--- src/rtl/mat_vec_result_drain_if.sv ---
// mat_vec_result_drain_if: capture-in and element-stream-out channels of the result drain
interface mat_vec_result_drain_if #(
  parameter int TILE_ENG = 2,
  parameter int MAT_R = 8,
  parameter int OUT_BITS = 4,
  parameter int TE_W = ($clog2(TILE_ENG) > 0 ? $clog2(TILE_ENG) : 1),
  parameter int ROW_W = ($clog2(MAT_R) > 0 ? $clog2(MAT_R) : 1)
);
  logic cap_valid;
  logic cap_ready;
  logic [TILE_ENG-1:0][MAT_R-1:0][OUT_BITS-1:0] cap_vecs;
  logic out_valid;
  logic out_ready;
  logic signed [OUT_BITS-1:0] out_data;
  logic [TE_W-1:0] out_te;
  logic [ROW_W-1:0] out_row;
  logic out_last;
  logic [7:0] frame_cnt;
  modport slave (
    input cap_valid, cap_vecs, out_ready,
    output cap_ready, out_valid, out_data, out_te, out_row, out_last, frame_cnt
  );
  modport master (
    output cap_valid, cap_vecs, out_ready,
    input cap_ready, out_valid, out_data, out_te, out_row, out_last, frame_cnt
  );
endinterface

--- src/rtl/mat_vec_result_drain.sv ---
// mat_vec_result_drain: snapshots the tile-engine result array and streams it one element per beat
// Optional DRAIN_CHECKSUM_EN appends an XOR-of-all-elements tail beat to each frame.
module mat_vec_result_drain #(
  parameter int TILE_ENG = 2,
  parameter int MAT_R = 8,
  parameter int OUT_BITS = 4,
  parameter int TE_W = ($clog2(TILE_ENG) > 0 ? $clog2(TILE_ENG) : 1),
  parameter int ROW_W = ($clog2(MAT_R) > 0 ? $clog2(MAT_R) : 1)
) (
  input logic i_clock,
  input logic i_reset,
  mat_vec_result_drain_if.slave io_bus
);
`ifdef DRAIN_CHECKSUM_EN
  typedef enum logic [1:0] {IDLE, DRAIN, TAIL} state_t;
`else
  typedef enum logic {IDLE, DRAIN} state_t;
`endif
  state_t r_state, w_next;
  logic [TILE_ENG-1:0][MAT_R-1:0][OUT_BITS-1:0] r_cap;
  logic [TE_W-1:0] r_te;
  logic [ROW_W-1:0] r_row;
  logic [7:0] r_frame_cnt;
  logic w_cap_fire, w_beat_fire, w_el_fire, w_row_end, w_last_el, w_frame_done;
`ifdef DRAIN_CHECKSUM_EN
  logic [OUT_BITS-1:0] w_xor;
  always_comb begin
    w_xor = '0;
    for (int t = 0; t < TILE_ENG; t++)
      for (int r = 0; r < MAT_R; r++)
        w_xor = w_xor ^ r_cap[t][r];
  end
`endif
  always_comb begin
    w_row_end = r_row == ROW_W'(MAT_R - 1);
    w_last_el = w_row_end && (r_te == TE_W'(TILE_ENG - 1));
    io_bus.cap_ready = r_state == IDLE;
    io_bus.out_valid = r_state != IDLE;
    w_cap_fire = io_bus.cap_valid && io_bus.cap_ready;
    w_beat_fire = io_bus.out_valid && io_bus.out_ready;
    w_el_fire = w_beat_fire && r_state == DRAIN;
    io_bus.out_te = r_state == DRAIN ? r_te : '0;
    io_bus.out_row = r_state == DRAIN ? r_row : '0;
    io_bus.frame_cnt = r_frame_cnt;
`ifdef DRAIN_CHECKSUM_EN
    io_bus.out_data = r_state == DRAIN ? r_cap[r_te][r_row] : r_state == TAIL ? w_xor : '0;
    io_bus.out_last = r_state == TAIL;
    w_frame_done = w_beat_fire && r_state == TAIL;
    w_next = w_cap_fire ? DRAIN : (w_el_fire && w_last_el) ? TAIL : w_frame_done ? IDLE : r_state;
`else
    io_bus.out_data = r_state == DRAIN ? r_cap[r_te][r_row] : '0;
    io_bus.out_last = r_state == DRAIN && w_last_el;
    w_frame_done = w_el_fire && w_last_el;
    w_next = w_cap_fire ? DRAIN : w_frame_done ? IDLE : r_state;
`endif
  end
  always_ff @(posedge i_clock) begin
    if (!i_reset) begin
      r_state <= IDLE;
      r_cap <= '0;
      r_te <= '0;
      r_row <= '0;
      r_frame_cnt <= '0;
    end else begin
      r_state <= w_next;
      if (w_cap_fire) begin
        r_cap <= io_bus.cap_vecs;
        r_te <= '0;
        r_row <= '0;
      end else if (w_el_fire) begin
        r_row <= w_row_end ? '0 : r_row + 1'b1;
        r_te <= w_row_end ? r_te + 1'b1 : r_te;
      end
      if (w_frame_done) r_frame_cnt <= r_frame_cnt + 8'd1;
    end
  end
endmodule

--- src/flat_wrapper.sv ---
// flat-port wrapper written by rule: the top's interface ports become plain ports
module mat_vec_result_drain_flat 
#(
  parameter int TILE_ENG = 2,
  parameter int MAT_R = 8,
  parameter int OUT_BITS = 4,
  parameter int TE_W = ($clog2(TILE_ENG) > 0 ? $clog2(TILE_ENG) : 1),
  parameter int ROW_W = ($clog2(MAT_R) > 0 ? $clog2(MAT_R) : 1)
)
  (i_clock, i_reset, io_bus_cap_valid, io_bus_cap_vecs, io_bus_out_ready, io_bus_cap_ready, io_bus_out_valid, io_bus_out_data, io_bus_out_te, io_bus_out_row, io_bus_out_last, io_bus_frame_cnt);
  mat_vec_result_drain_if #(.TILE_ENG(TILE_ENG), .MAT_R(MAT_R), .OUT_BITS(OUT_BITS), .TE_W(TE_W), .ROW_W(ROW_W)) io_bus_i ();
  input logic i_clock;
  input logic i_reset;
  input wire logic [$bits(io_bus_i.cap_valid)-1:0] io_bus_cap_valid;
  input wire logic [$bits(io_bus_i.cap_vecs)-1:0] io_bus_cap_vecs;
  input wire logic [$bits(io_bus_i.out_ready)-1:0] io_bus_out_ready;
  output wire logic [$bits(io_bus_i.cap_ready)-1:0] io_bus_cap_ready;
  output wire logic [$bits(io_bus_i.out_valid)-1:0] io_bus_out_valid;
  output wire logic [$bits(io_bus_i.out_data)-1:0] io_bus_out_data;
  output wire logic [$bits(io_bus_i.out_te)-1:0] io_bus_out_te;
  output wire logic [$bits(io_bus_i.out_row)-1:0] io_bus_out_row;
  output wire logic [$bits(io_bus_i.out_last)-1:0] io_bus_out_last;
  output wire logic [$bits(io_bus_i.frame_cnt)-1:0] io_bus_frame_cnt;
  assign io_bus_i.cap_valid = io_bus_cap_valid;
  assign io_bus_i.cap_vecs = io_bus_cap_vecs;
  assign io_bus_i.out_ready = io_bus_out_ready;
  assign io_bus_cap_ready = io_bus_i.cap_ready;
  assign io_bus_out_valid = io_bus_i.out_valid;
  assign io_bus_out_data = io_bus_i.out_data;
  assign io_bus_out_te = io_bus_i.out_te;
  assign io_bus_out_row = io_bus_i.out_row;
  assign io_bus_out_last = io_bus_i.out_last;
  assign io_bus_frame_cnt = io_bus_i.frame_cnt;
  mat_vec_result_drain #(.TILE_ENG(TILE_ENG), .MAT_R(MAT_R), .OUT_BITS(OUT_BITS), .TE_W(TE_W), .ROW_W(ROW_W)) u_core (.i_clock(i_clock), .i_reset(i_reset), .io_bus(io_bus_i));
endmodule
--- config.mk ---
export PLATFORM = sky130hd
export DESIGN_NAME = mat_vec_result_drain_flat
export DESIGN_NICKNAME = d
export VERILOG_FILES = /design/src/rtl/mat_vec_result_drain_if.sv /design/src/rtl/mat_vec_result_drain.sv /design/src/flat_wrapper.sv
export SDC_FILE = /design/constraint.sdc
export NUM_CORES = 1
export LEC_CHECK = 0
export CAP_MARGIN = 20
export CORE_MARGIN = 2
export CORE_UTILIZATION = 50
export CTS_CLUSTER_SIZE = 40
export DETAILED_ROUTE_END_ITERATION = 10
export MAX_ROUTING_LAYER = met4
export PLACE_DENSITY_LB_ADDON = 0.25
export SETUP_SLACK_MARGIN = 0.02
export SLEW_MARGIN = 20
export SYNTH_ARGS = -nofsm -noshare
export SYNTH_HDL_FRONTEND = slang
export SYNTH_SLANG_ARGS = --single-unit
--- constraint.sdc ---
create_clock -name i_clock -period 2.8 [get_ports i_clock]
set_clock_uncertainty 0.05 [all_clocks]
set_input_delay 0.56 -clock i_clock [delete_from_list [all_inputs] [get_ports i_clock]]
set_output_delay 0.56 -clock i_clock [all_outputs]
set_load 0.01 [all_outputs]
======== After elaboration in Yosys (flattened, before gate mapping) ========
Index checks and enable logic that the tools add are counted.
operators by class
  add/subtract/negate cells ............... 3
  $lt $le $gt $ge ......................... 2
  equal/unequal tests ..................... 1
  mux-type cells .......................... 10
  bitwise operators ....................... 2
  reduce and logical (&&, ||, !) cells .... 9
operator list
  cell                 number
  $mux 32              2
  $bmux 4 s3           1
  $add 8x1->8 const B  1
  $mux 4               2
  $logic_and 1x1->1    6
  $mux 3               2
  $lt 3x4->1 const B   1
  $add 3x1->3 const B  1
  $eq 3x3->1 const B   1
  $mux 1               3
  $lt 1x2->1 const B   1
  $not 1->1            2
  $reduce_and 2->1     1
  $reduce_bool 2->1    1
  $reduce_or 2->1      1
  $add 1x1->1 const B  1
storage, ports and cells
  bits in registers ....................... 77
  bits of input ports ..................... 68
  word-level logic and storage cells ...... 47

======== Depth between registers and ports, before layout ========
Gate-level depths: netlist (run 1).
  word-level depth ........................ 5
  depth in mapped cells ................... 7
  depth with buffers taken out ............ 6

======== Worst setup path before layout (run 1) ========
OpenSTA, ideal clock, no wires.
  path type ............................... register to output
  start point ............................. register u_core.r_row[1]
  end point ............................... output io_bus_out_data[1]
  arrival time ............................ 1.329 ns
  setup slack ............................. 0.861 ns
  stages on the path, launching flop included .. 6
  buffers on the path ..................... 2
  cells stage by stage .................... dfxtp_1 buf_4 buf_6 mux4_2 nand3_1 o211ai_1
on the way
  longest elaborated chain between the ends .. 3
ends and longest elaborated chain
  element                       line                        text
  from (decl)                   mat_vec_result_drain.sv:22  logic [ROW_W-1:0] r_row;
  from (signal assigned)        mat_vec_result_drain.sv:71  r_row <= w_row_end ? '0 : r_row + 1'b1;
  $bmux 4 s3                    mat_vec_result_drain.sv:51  io_bus.out_data = r_state == DRAIN ? r_cap[r_te][r_row] : '0;
  $mux 4 (implied by the code)  mat_vec_result_drain.sv:51
  $mux 4                        mat_vec_result_drain.sv:51
  to (decl)                     flat_wrapper.sv:19          output wire logic [$bits(io_bus_i.out_data)-1:0] io_bus_out_data;
Every way passes these cells. The select of a mux whose other input is x is not followed.

======== Final worst setup path (run 1) ========
  start point ............................. register u_core.r_row[0]
  end point ............................... output io_bus_out_last
on the way
  longest elaborated chain between the ends .. 3
ends and longest elaborated chain
  element            line                        text
  $eq 3x3->1         mat_vec_result_drain.sv:35  w_row_end = r_row == ROW_W'(MAT_R - 1);
  $logic_and 1x1->1  mat_vec_result_drain.sv:36  w_last_el = w_row_end && (r_te == TE_W'(TILE_ENG - 1));
  $logic_and 1x1->1  mat_vec_result_drain.sv:52  io_bus.out_last = r_state == DRAIN && w_last_el;
  to (decl)          flat_wrapper.sv:22          output wire logic [$bits(io_bus_i.out_last)-1:0] io_bus_out_last;
Every way passes these cells.

==> results of run 1 <==
synthesized netlist by cell type, types with 5 or more instances:
| master | number |
|---|---|
| a21boi_0 | 65 |
| nor2b_1 | 5 |
| nand2_1 | 140 |
| dfxtp_1 | 77 |
| clkbuf_1 | 12 |
| nand3_1 | 6 |
| buf_2 | 13 |
| and2_1 | 10 |
| nand4_1 | 7 |
| mux2i_1 | 9 |
| mux4_2 | 12 |
| xnor2_1 | 6 |
worst paths after layout:
check / start / end / cells past startpoint
setup / recovery: u_core.r_row[0]$_SDFFE_PP0P_ / io_bus_out_last / 5
hold / removal: u_core.r_cap[10]$_SDFFE_PN0P_ / u_core.r_cap[10]$_SDFFE_PN0P_ / 2
hold reg to reg: u_core.r_cap[10]$_SDFFE_PN0P_ / u_core.r_cap[10]$_SDFFE_PN0P_ / 2
setup reg to reg: u_core.r_row[0]$_SDFFE_PP0P_ / u_core.io_bus.frame_cnt[7]$_SDFFE_PN0P_ / 7
cell type report:
class	instances	share of cell area [%]
Timing Repair Buffer	96	20.9
Sequential cell	77	32.1
Multi-Input combinational cell	297	39.0
Inverter	1	0.0779
Clock inverter	4	2.49
Clock buffer	11	2.94
Tap cell	96	2.49
kinds of logic after synthesis:
family          synth area share, %
compound gates                 17.0
flops                          43.1
xor+xnor                       1.72
simple gates                   22.1
fa+ha+maj                      1.05
buf+inv                        4.66
mux                            10.4
layout by cell type (no fill, tap or decap), drive strengths merged, types with 3 or more instances in the layout:
cell,n
xnor2,6
nor2b,5
a21boi,66
dfxtp,77
nor2,4
clkbuf,11
clkdlybuf4s50,81
nand2,140
nand3,6
and2,10
ha,3
a21oi,4
a32oi,3
nand4,7
o211ai,4
buf,10
mux4,12
mux2i,9
nor3b,4
bufinv,4
metrics by stage:
stage | hold slack, ns | cells | setup slack, ns | total power, W | utilization (%)
2_1_floorplan | 0.390 | 406 | 0.861 | 0.00136 | -
3_3_place_gp | 0.399 | 566 | 0.352 | 0.00151 | 65.7
3_5_place_dp | 0.409 | 566 | 0.323 | 0.00152 | 65.7
4_1_cts | 0.419 | 582 | 0.00198 | 0.00260 | 70.0
5_1_grt | 0.437 | 582 | 0.0408 | 0.00269 | 70.1
6_report | 0.416 | 582 | 0.138 | 0.00258 | 70.1
timing repair:
| item | 4_1_cts | 5_1_grt |
|---|---|---|
| pin swaps | 0 | 0 |
| gates cloned | 1 | 0 |
| setup endpoints to repair | 3 | 3 |
| gates resized for setup | 3 | 4 |
worst max-delay path, cell delays in order, from the launching register on:
cell and delay [ns]:
dfxtp_2 0.41, buf_4 0.18, ha_1 0.16, ha_1 0.23, and3_1 0.19, clkdlybuf4s50_1 0.53
power by group:
group	leakage, nW	switching (W)	internal (W)
clock	0.130	0.000386	0.000702
combinational	1.02	0.000133	0.000170
sequential	0.632	0.0000374	0.00115
metal layers:
layer	up-vias	share of wire, %	GRT usage (%)	wire, µm
met5	-	0	-	0
met4	0	1.2	7.02	104
met3	10	5.6	6.53	464
met2	87	49	37.1	4070
met1	1420	44	29.6	3710
li1	1530	-	-	-
registers in the layout (all words and copies together) (netlist names):
| register | cells |
|---|---|
| u_core.io_bus.frame_cnt | 8 |
| u_core.r_te | 1 |
| u_core.io_bus.out_valid | 1 |
| u_core.r_cap | 64 |
| u_core.r_row | 3 |
==> summary.txt, run 1 <==
Outcome
  • Status: finished clean

Timing
  • Setup TNS: 0 ns
  • Max Clock Freq: ~380 MHz
  • Final hold violations: 0
  • # setup viols final: 0
  • Final critical-path required period: 2.66 ns
  • RSZ-0062 raised after global routing: false
  • Slew Limit Fails: 0
  • Max transition margin: between 50% and 60%
  • Fin crit share: 95.1%
  • Measured slew at the worst slew-check pin: 0.603 ns

Final layout
  • FILL cells: around 580
  • Area of the multi-input gates: 1880 µm²
  • ANT cells: 0
  • Final #Nets: 553
  • Cell area after layout: just under 5000 µm²
  • Area growth syn-to-layout: 34.8%
  • Layout cells sized above 1: around 9%
  • Reg area: 1540 µm²

Power and ir drop
  • Leak: 1.79 nW
  • VDD IR max: roughly 0.33 mV
  • Power Dens Cells: 536 nW/µm²

Yosys
  • Syn_area_per_cell: about 8.8 µm²
  • Syn_nets: 477
  • Number of synthesized flops with an enable pin: 0
  • Yosys warns: 0
  • Prevailing post-synth register cell: dfxtp_1
  • Synth top area share: about 43%
  • FFs w/ async S/R, synth: 0%
  • Synthesized area: 3570 µm²
  • Register area share after synthesis: 43.1%
  • Syn Inst Count: 406
  • Top cells by area, synth: dfxtp_1, nand2_1, a21boi_0, mux4_2, mux2i_1
  • Flops & latches, synth: 77
  • Area leader, netlist: dfxtp_1
  • Synth cell types: 32

Setup path
  • Critical path launch point type: flip-flop
  • CP required: between 2 and 2.5 ns
  • Critical Path End Type: output pin
  • R2R setup slack: 0.72 ns
  • Crit path DAT: 2.05 ns
  • Worst Setup Path Type: flip-flop to output pin
  • CP max FO: 8

Detailed routing
  • Via count: about 3000
  • DRT iter0 DRCs: 128
  • Drt total wl: 8.35 mm
  • Remaining DRCs: 0
  • Vias per cell: 5.24
  • WL/cell: 14.3 µm
  • First drt pass iteration count: 4
  • Final ANT Viol Nets: 0

Global route
  • Grt total ovfl: 0
  • First-pass GRT wire length: 13.5 mm
  • Initial antenna violation count: 0
  • Vias in the first global route: 2850
  • Largest net degree at the start of global routing: 65
  • Total GRT Usage: 23.5%

Floorplanning
  • Std-Cell Core Area: 6870 µm²
  • Starting Density: 52.0%
  • Die area: between 7000 and 8000 µm²
  • Row count: 30
  • Num ports: 87
  • Die Wd: 88.5 µm
  • Die Ht: 88.5 µm

Clock network
  • Root buffer cell: clkbuf_8
  • CTS Hold Buffers Added: 0
  • Clk_lat worst skew: 0.34 ns
  • Setup Buffers After CTS: 0
  • CTS tree: built
  • Clock sinks: 77
  • H-tree depth: 3
  • Clk buf depth: 2
  • Total CTS buffers: 9
  • Reg clk slew, reported paths: 0.07 ns

Place
  • HPWL after DPL: slightly below 6 mm
  • RD Place Congestion: around 0.8
  • Placed cell area: 4510 µm²
  • PortBufs: 86

Job
  • Max Cap Viol: 0

Hold path
  • Worst min path class: flip-flop to flip-flop
No activity file was read; power rests on OpenSTA's default activity.
==> inputs of run 2 (changes only) <==
Settings changed: HOLD_SLACK_MARGIN set to 0.05, SKIP_CTS_REPAIR_TIMING set to 1.
==> run 2 against run 1 <==
Count of clock-buffer cells in the layout is the same. Global-route usage fell by 0.48 points. Clock power about the same. Design area unchanged. Die area stayed put. Non-clock buffer count unchanged. Largest cell class unchanged.
==> summary.txt, run 2 (synthesized netlist as in run 1, its figures left out) <==
Outcome
  • Status: finished clean (unchanged)

Detailed routing
  • Via count: 3010 (was 3047)
  • DRT iter0 DRCs: 112 (was 128)
  • Vias per cell: 5.17 (was 5.24)
  • WL/cell: 14.1 µm (was 14.3 µm)
  • Remaining DRCs: 0 (unchanged)
  • Final ANT Viol Nets: 0 (unchanged)
  • Drt total wl: 8.20 mm (was 8.35 mm)
  • First drt pass iteration count: 4 (unchanged)

Clock network
  • Clock sinks: 77 (unchanged)
  • CTS tree: built (unchanged)
  • Clk_lat worst skew: 0.34 ns (about the same)
  • Root buffer cell: clkbuf_8 (unchanged)
  • Clk buf depth: 2 (unchanged)
  • Total CTS buffers: 9 (unchanged)
  • Reg clk slew, reported paths: 0.07 ns (about the same)
  • H-tree depth: 3 (unchanged)

Job
  • Max Cap Viol: 0 (unchanged)

Final layout
  • Largest register FFs: 64 (unchanged)
  • Commonest cells after routing, fill and taps aside: nand2_1, clkdlybuf4s50_1, dfxtp_1 (unchanged)
  • Area growth syn-to-layout: 34.8% (unchanged)
  • Non-Filler Instances: 582 (unchanged)
  • Final #Nets: 553 (unchanged)
  • Most common cell after layout, fill and taps aside: nand2_1 (unchanged)
  • ANT cells: 0 (unchanged)
  • Layout cells sized above 1: 8.85% (unchanged)
  • Largest register by flop count: u_core.r_cap (unchanged)

Power and ir drop
  • Leak: 1.81 nW (was 1.79 nW)
  • Clock power frac: 42.1% (was 42.2%)
  • Final Total Pwr: 0.00258 W (about the same)
  • Logic gate share of total power: 11.7% (about the same)
  • Pint: 0.00203 W (about the same)
  • Sw Share: 21.4% (was 21.5%)
  • VDD IR max: 0.332 mV (was 0.331 mV)
  • Power Dens Cells: 535 nW/µm² (was 536 nW/µm²)
  • Net switching power: 0.000553 W (was 0.000556 W)
  • Seq pwr share: 46.2% (was 46.1%)

Setup path
  • Worst Setup Path Type: flip-flop to output pin (unchanged)
  • CP cell instances: buf_4 -> ha_1 -> ha_1 -> and3_1 -> clkdlybuf4s50_1 (unchanged)
  • Critical path launch point type: flip-flop (unchanged)
  • Crit path DAT: 2.05 ns (about the same)
  • Cell repeated most along the worst path: ha_1 (unchanged)
  • Critical Path End Type: output pin (unchanged)
  • Slowest CP cell: clkdlybuf4s50_1 (unchanged)
  • Biggest cell delay along the critical path: 0.53 ns (about the same)
  • CP max FO: 8 (unchanged)
  • CP required: 2.19 ns (about the same)

Timing
  • Final WS setup: 0.139 ns (was 0.138 ns)
  • Slew Limit Fails: 0 (unchanged)
  • Measured slew at the worst slew-check pin: 0.599 ns (was 0.603 ns)
  • Max transition margin: 60.1% (was 59.8%)
  • # setup viols final: 0 (unchanged)
  • Max Clock Freq: 376 MHz (about the same)
  • Setup TNS: 0 ns (unchanged)
  • Final hold violations: 0 (unchanged)
  • RSZ-0062 raised after global routing: false (unchanged)
  • Fin crit share: 95.0% (was 95.1%)
  • Final critical-path required period: 2.66 ns (about the same)

Global route
  • Initial antenna violation count: 0 (unchanged)
  • Grt total ovfl: 0 (unchanged)
  • Largest net degree at the start of global routing: 65 (unchanged)
  • Total GRT Usage: 23.0% (was 23.5%)
  • Vias in the first global route: 2846 (was 2850)
  • First-pass GRT wire length: 13.2 mm (was 13.5 mm)

Floorplanning
  • Std-Cell Core Area: 6870 µm² (unchanged)
  • Die area: 7840 µm² (unchanged)
  • Row count: 30 (unchanged)
  • Starting Density: 52.0% (unchanged)
  • Die Wd: 88.5 µm (unchanged)
  • Die Ht: 88.5 µm (unchanged)
  • Num ports: 87 (unchanged)

Hold path
  • Worst min path class: flip-flop to flip-flop (unchanged)

Place
  • PortBufs: 86 (unchanged)
  • HPWL after DPL: 5.88 mm (unchanged)
  • RD Place Congestion: 0.816 (unchanged)
  • Placed Instances: 566 (unchanged)
  • Setup WS pre-CTS: 0.323 ns (unchanged)
[run 2: cell count changes in the layout (fill, tap and decap cells not counted)]
cell and delta:
dlygate4sd2_1 -2, clkbuf_16 +1, dlymetal6s2s_1 +2, bufbuf_16 -1
[run 2: routing by layer]
metal  track usage (%)  vias up  wire, µm
met4              7.02        0        95
met2              36.2       79      4030
li1                  -     1531         -
met3              6.53        8       433
met1              29.1     1392      3650
met5                 -        -         0
[run 2: power groups by stage]
stage	registers, W	logic (W)	clock network, W
global placement	0.00121	0.000298	0
finish	0.00119	0.000302	0.00109
global route	0.00119	0.000335	0.00116
floorplan	0.00120	0.000159	0
detailed placement	0.00121	0.000303	0
CTS	0.00119	0.000306	0.00110
[run 2: layout make-up]
cell class | count | area (µm²)
sequential | 77 | 1540
inverter | 1 | 3.75
tap | 96 | 120
clock inverter | 4 | 120
clock buffer | 11 | 141
fill | 580 | 2050
timing repair buffer | 96 | 1010
multi-input combinational | 297 | 1880
[run 2: path summary, 6_finish.rpt]
check                                     start                                      end  slack (ns)  depth (start not counted)
setup reg to reg   u_core.r_row[0]$_SDFFE_PP0P_  u_core.io_bus.frame_cnt[7]$_SDFFE_PN0P_        0.72                          7
hold reg to reg   u_core.r_cap[10]$_SDFFE_PN0P_            u_core.r_cap[10]$_SDFFE_PN0P_        0.42                          2
setup / recovery   u_core.r_row[0]$_SDFFE_PP0P_                          io_bus_out_last        0.14                          5
hold / removal    u_core.r_cap[10]$_SDFFE_PN0P_            u_core.r_cap[10]$_SDFFE_PN0P_        0.42                          2
[run 2: per-stage QoR]
step / area [µm²] / util, % / hold WS, ns
2_1_floorplan: 3570 / - / 0.390
3_3_place_gp: 4510 / 65.7 / 0.399
3_5_place_dp: 4510 / 65.7 / 0.409
4_1_cts: 4780 / 69.5 / 0.419
5_1_grt: 4820 / 70.1 / 0.437
6_report: 4820 / 70.1 / 0.415
[run 2: critical path, delay by kind of cell, from the launching register on]
| family | cells | cell delay (ns) |
|---|---|---|
| and+or+nand+nor | 1 | 0.19 |
| DFF | 1 | 0.41 |
| buffers and inverters | 2 | 0.71 |
| adders and majority gates | 2 | 0.39 |
==> edit (config.mk and constraints of run 1) <==
Build with the macro `DRAIN_CHECKSUM_EN` defined.
--- a/src/rtl/mat_vec_result_drain.sv
+++ b/src/rtl/mat_vec_result_drain.sv
@@ -2,2 +2,4 @@
 // Optional DRAIN_CHECKSUM_EN appends an XOR-of-all-elements tail beat to each frame.
+`define DRAIN_CHECKSUM_EN
+
 module mat_vec_result_drain #(
Check against the original RTL: no difference found for any inputs over 10 cycles, from zero or initial values and one cycle with i_reset low; that may be too few to reach the edited logic, so the function may still have changed.
==> edit against run 1 <==
  * Setup slack lost 0.059 ns
  * Sequential cell count grew 1
  * Critical path depth grew 1
  * Area after synthesis grew 14%
  * Cell area grew 10%
  * Cell count grew 12%
  * Synthesized cell count grew 13%
  * Wire length grew 14%
  * Total power grew 5.9%
  * Critical endpoint is now io_bus_out_data[3]
  * Largest power group unchanged
==> edit: results (changes against run 1) <==
{| class="wikitable"
! Metric !! Value
|-
| Cell count of the worst reg-to-reg path || 5 (was 7)
|-
| Net Count, Synth || 530 (was 477)
|-
| Part of the total power dissipated in the clock network || 36.3% (was 42.2%)
|-
| Wire length of the first global-routing pass || 15.3 mm (was 13.5 mm)
|-
| Via count || 3396 (was 3047)
|-
| Slack of the worst reg-to-reg path || 1.07 ns (was 0.72 ns)
|-
| Worst-margin pin slew || 0.590 ns (was 0.603 ns)
|-
| Final clock-cell share || 4.45% (was 5.43%)
|-
| Data arrival time at the worst-slack endpoint || 2.11 ns (was 2.05 ns)
|-
| Proportion of synthesized chip area in sequential cells || 38.2% (was 43.1%)
|-
| Fraction of met3 tracks used by global routing || 5.11% (was 6.53%)
|-
| Largest net degree at the start of global routing || 66 (was 65)
|-
| Met1 Use GR || 31.1% (was 29.6%)
|-
| Top cell types by occurrence after synthesis || nand2_1 (140), dfxtp_1 (78), a21boi_0 (65) (was nand2_1 (140), dfxtp_1 (77), a21boi_0 (65))
|-
| Worst setup path endpoint || io_bus_out_data[3] (was io_bus_out_last)
|-
| Delay of the slowest critical-path stage || 0.56 ns (was 0.53 ns)
|-
| Total of fill cells in the finished design || 643 (was 576)
|-
| Worst R2R End || u_core.r_cap[29] (was u_core.io_bus.frame_cnt[7])
|-
| Multi-input gate share of total cell area || 44.5% (was 39.0%)
|-
| Library cells used by synthesis || 29 (was 32)
|-
| Power dissipated in sequential cells || 0.00123 W (was 0.00119 W)
|-
| Inverters || 3 (was 1)
|-
| Sequential cell count || 78 (was 77)
|-
| Internal power contribution || 0.00207 W (was 0.00203 W)
|-
| Slowest stage cell, crit path || mux4_1 (was clkdlybuf4s50_1)
|-
| Startpoint of the most critical setup path || u_core.r_row[1] (was u_core.r_row[0])
|-
| Fraction of cell area in non-clock buffers || 19.0% (was 20.9%)
|-
| Global-route total usage across every layer || 22.9% (was 23.5%)
|-
| Fraction of layout cells with a size suffix above 1 || 8.59% (was 8.85%)
|-
| Placed wire-length estimate || 6.78 mm (was 5.88 mm)
|-
| Seq/total area || 29.4% (was 32.1%)
|-
| Non-clock buffers || 101 (was 96)
|-
| Run status || finished, final reports clean (unchanged)
|-
| Number of design-rule violations left by the first detailed-router iteration || 208 (was 128)
|-
| Cell family with the largest share of critical-path delay || multiplexers (was buffers and inverters)
|-
| Register with the highest flop count || u_core.r_cap (unchanged)
|-
| CTS Root Buffer Type || clkbuf_8 (unchanged)
|-
| Routed len/inst || 14.7 um (was 14.3 um)
|-
| Net count of the finished layout || 614 (was 553)
|-
| Via count of the first global-routing pass || 3155 (was 2850)
|-
| Portion of total power attributed to sequential cells || 45.1% (was 46.1%)
|-
| Multi-In Gates || 350 (was 297)
|-
| Maximum ir drop on the vdd rail || 0.000221 V (was 0.000331 V)
|-
| Weighted congestion at the end of routability-driven global placement || 0.905 (was 0.816)
|-
| Top post-synthesis cells by area || dfxtp_1 (38%), nand2_1 (13%), xnor2_1 (12%) (was dfxtp_1 (43%), nand2_1 (15%), a21boi_0 (14%))
|-
| FF-to-FF Start || u_core.r_state[0] (was u_core.r_row[0])
|}
-- edit: worst min path at each step --
| stage | end | cells past startpoint | start | slack [ns] |
|---|---|---|---|---|
| final | u_core.r_cap[11] | 2 | u_core.r_cap[11] | 0.45 |
| after floorplan | u_core.r_cap[11] | 2 | u_core.r_cap[11] | 0.41 |
| after global placement | u_core.r_cap[15] | 2 | u_core.r_cap[15] | 0.43 |
| after CTS | u_core.r_cap[62] | 2 | u_core.r_cap[62] | 0.45 |
| after global routing | u_core.r_cap[35] | 2 | u_core.r_cap[35] | 0.47 |
| after detailed placement | u_core.r_cap[62] | 2 | u_core.r_cap[62] | 0.44 |
-- edit: kinds of logic after synthesis --
kind of cell               count (synthesis)  synth area share (%)
AOI/OAI and AO/OA                         78                  14.0
xor gates and xnor gates                  68                  14.6
adders and majority gates                  3                 0.919
buffers and inverters                     31                  3.92
DFF                                       78                  38.2
muxes                                     16                  9.19
and+or+nand+nor                          185                  19.1
-- edit: routing by layer --
| metal | routed length (um) | vias up |
|---|---|---|
| li1 | - | 1692 |
| met1 | 4440 | 1597 |
| met2 | 4350 | 97 |
| met3 | 602 | 10 |
| met4 | 119 | 0 |
| met5 | 0 | - |
-- edit: stage by stage --
step	cells	worst slack, ns	hold slack [ns]	util, %	cell area [um2]
2_1_floorplan	459	0.767	0.414	-	4080
6_report	649	0.0796	0.447	68.1	5320
4_1_cts	648	0.0229	0.451	67.7	5280
5_1_grt	649	0.0240	0.468	68.1	5320
3_3_place_gp	628	0.231	0.434	64.2	5010
3_5_place_dp	628	0.152	0.440	64.2	5010
-- edit: what timing repair did --
item | 4_1_cts | 5_1_grt
setup buffers | 5 | 0
setup endpoints to repair | 4 | 4
resized for setup | 4 | 4
cloned | 0 | 1
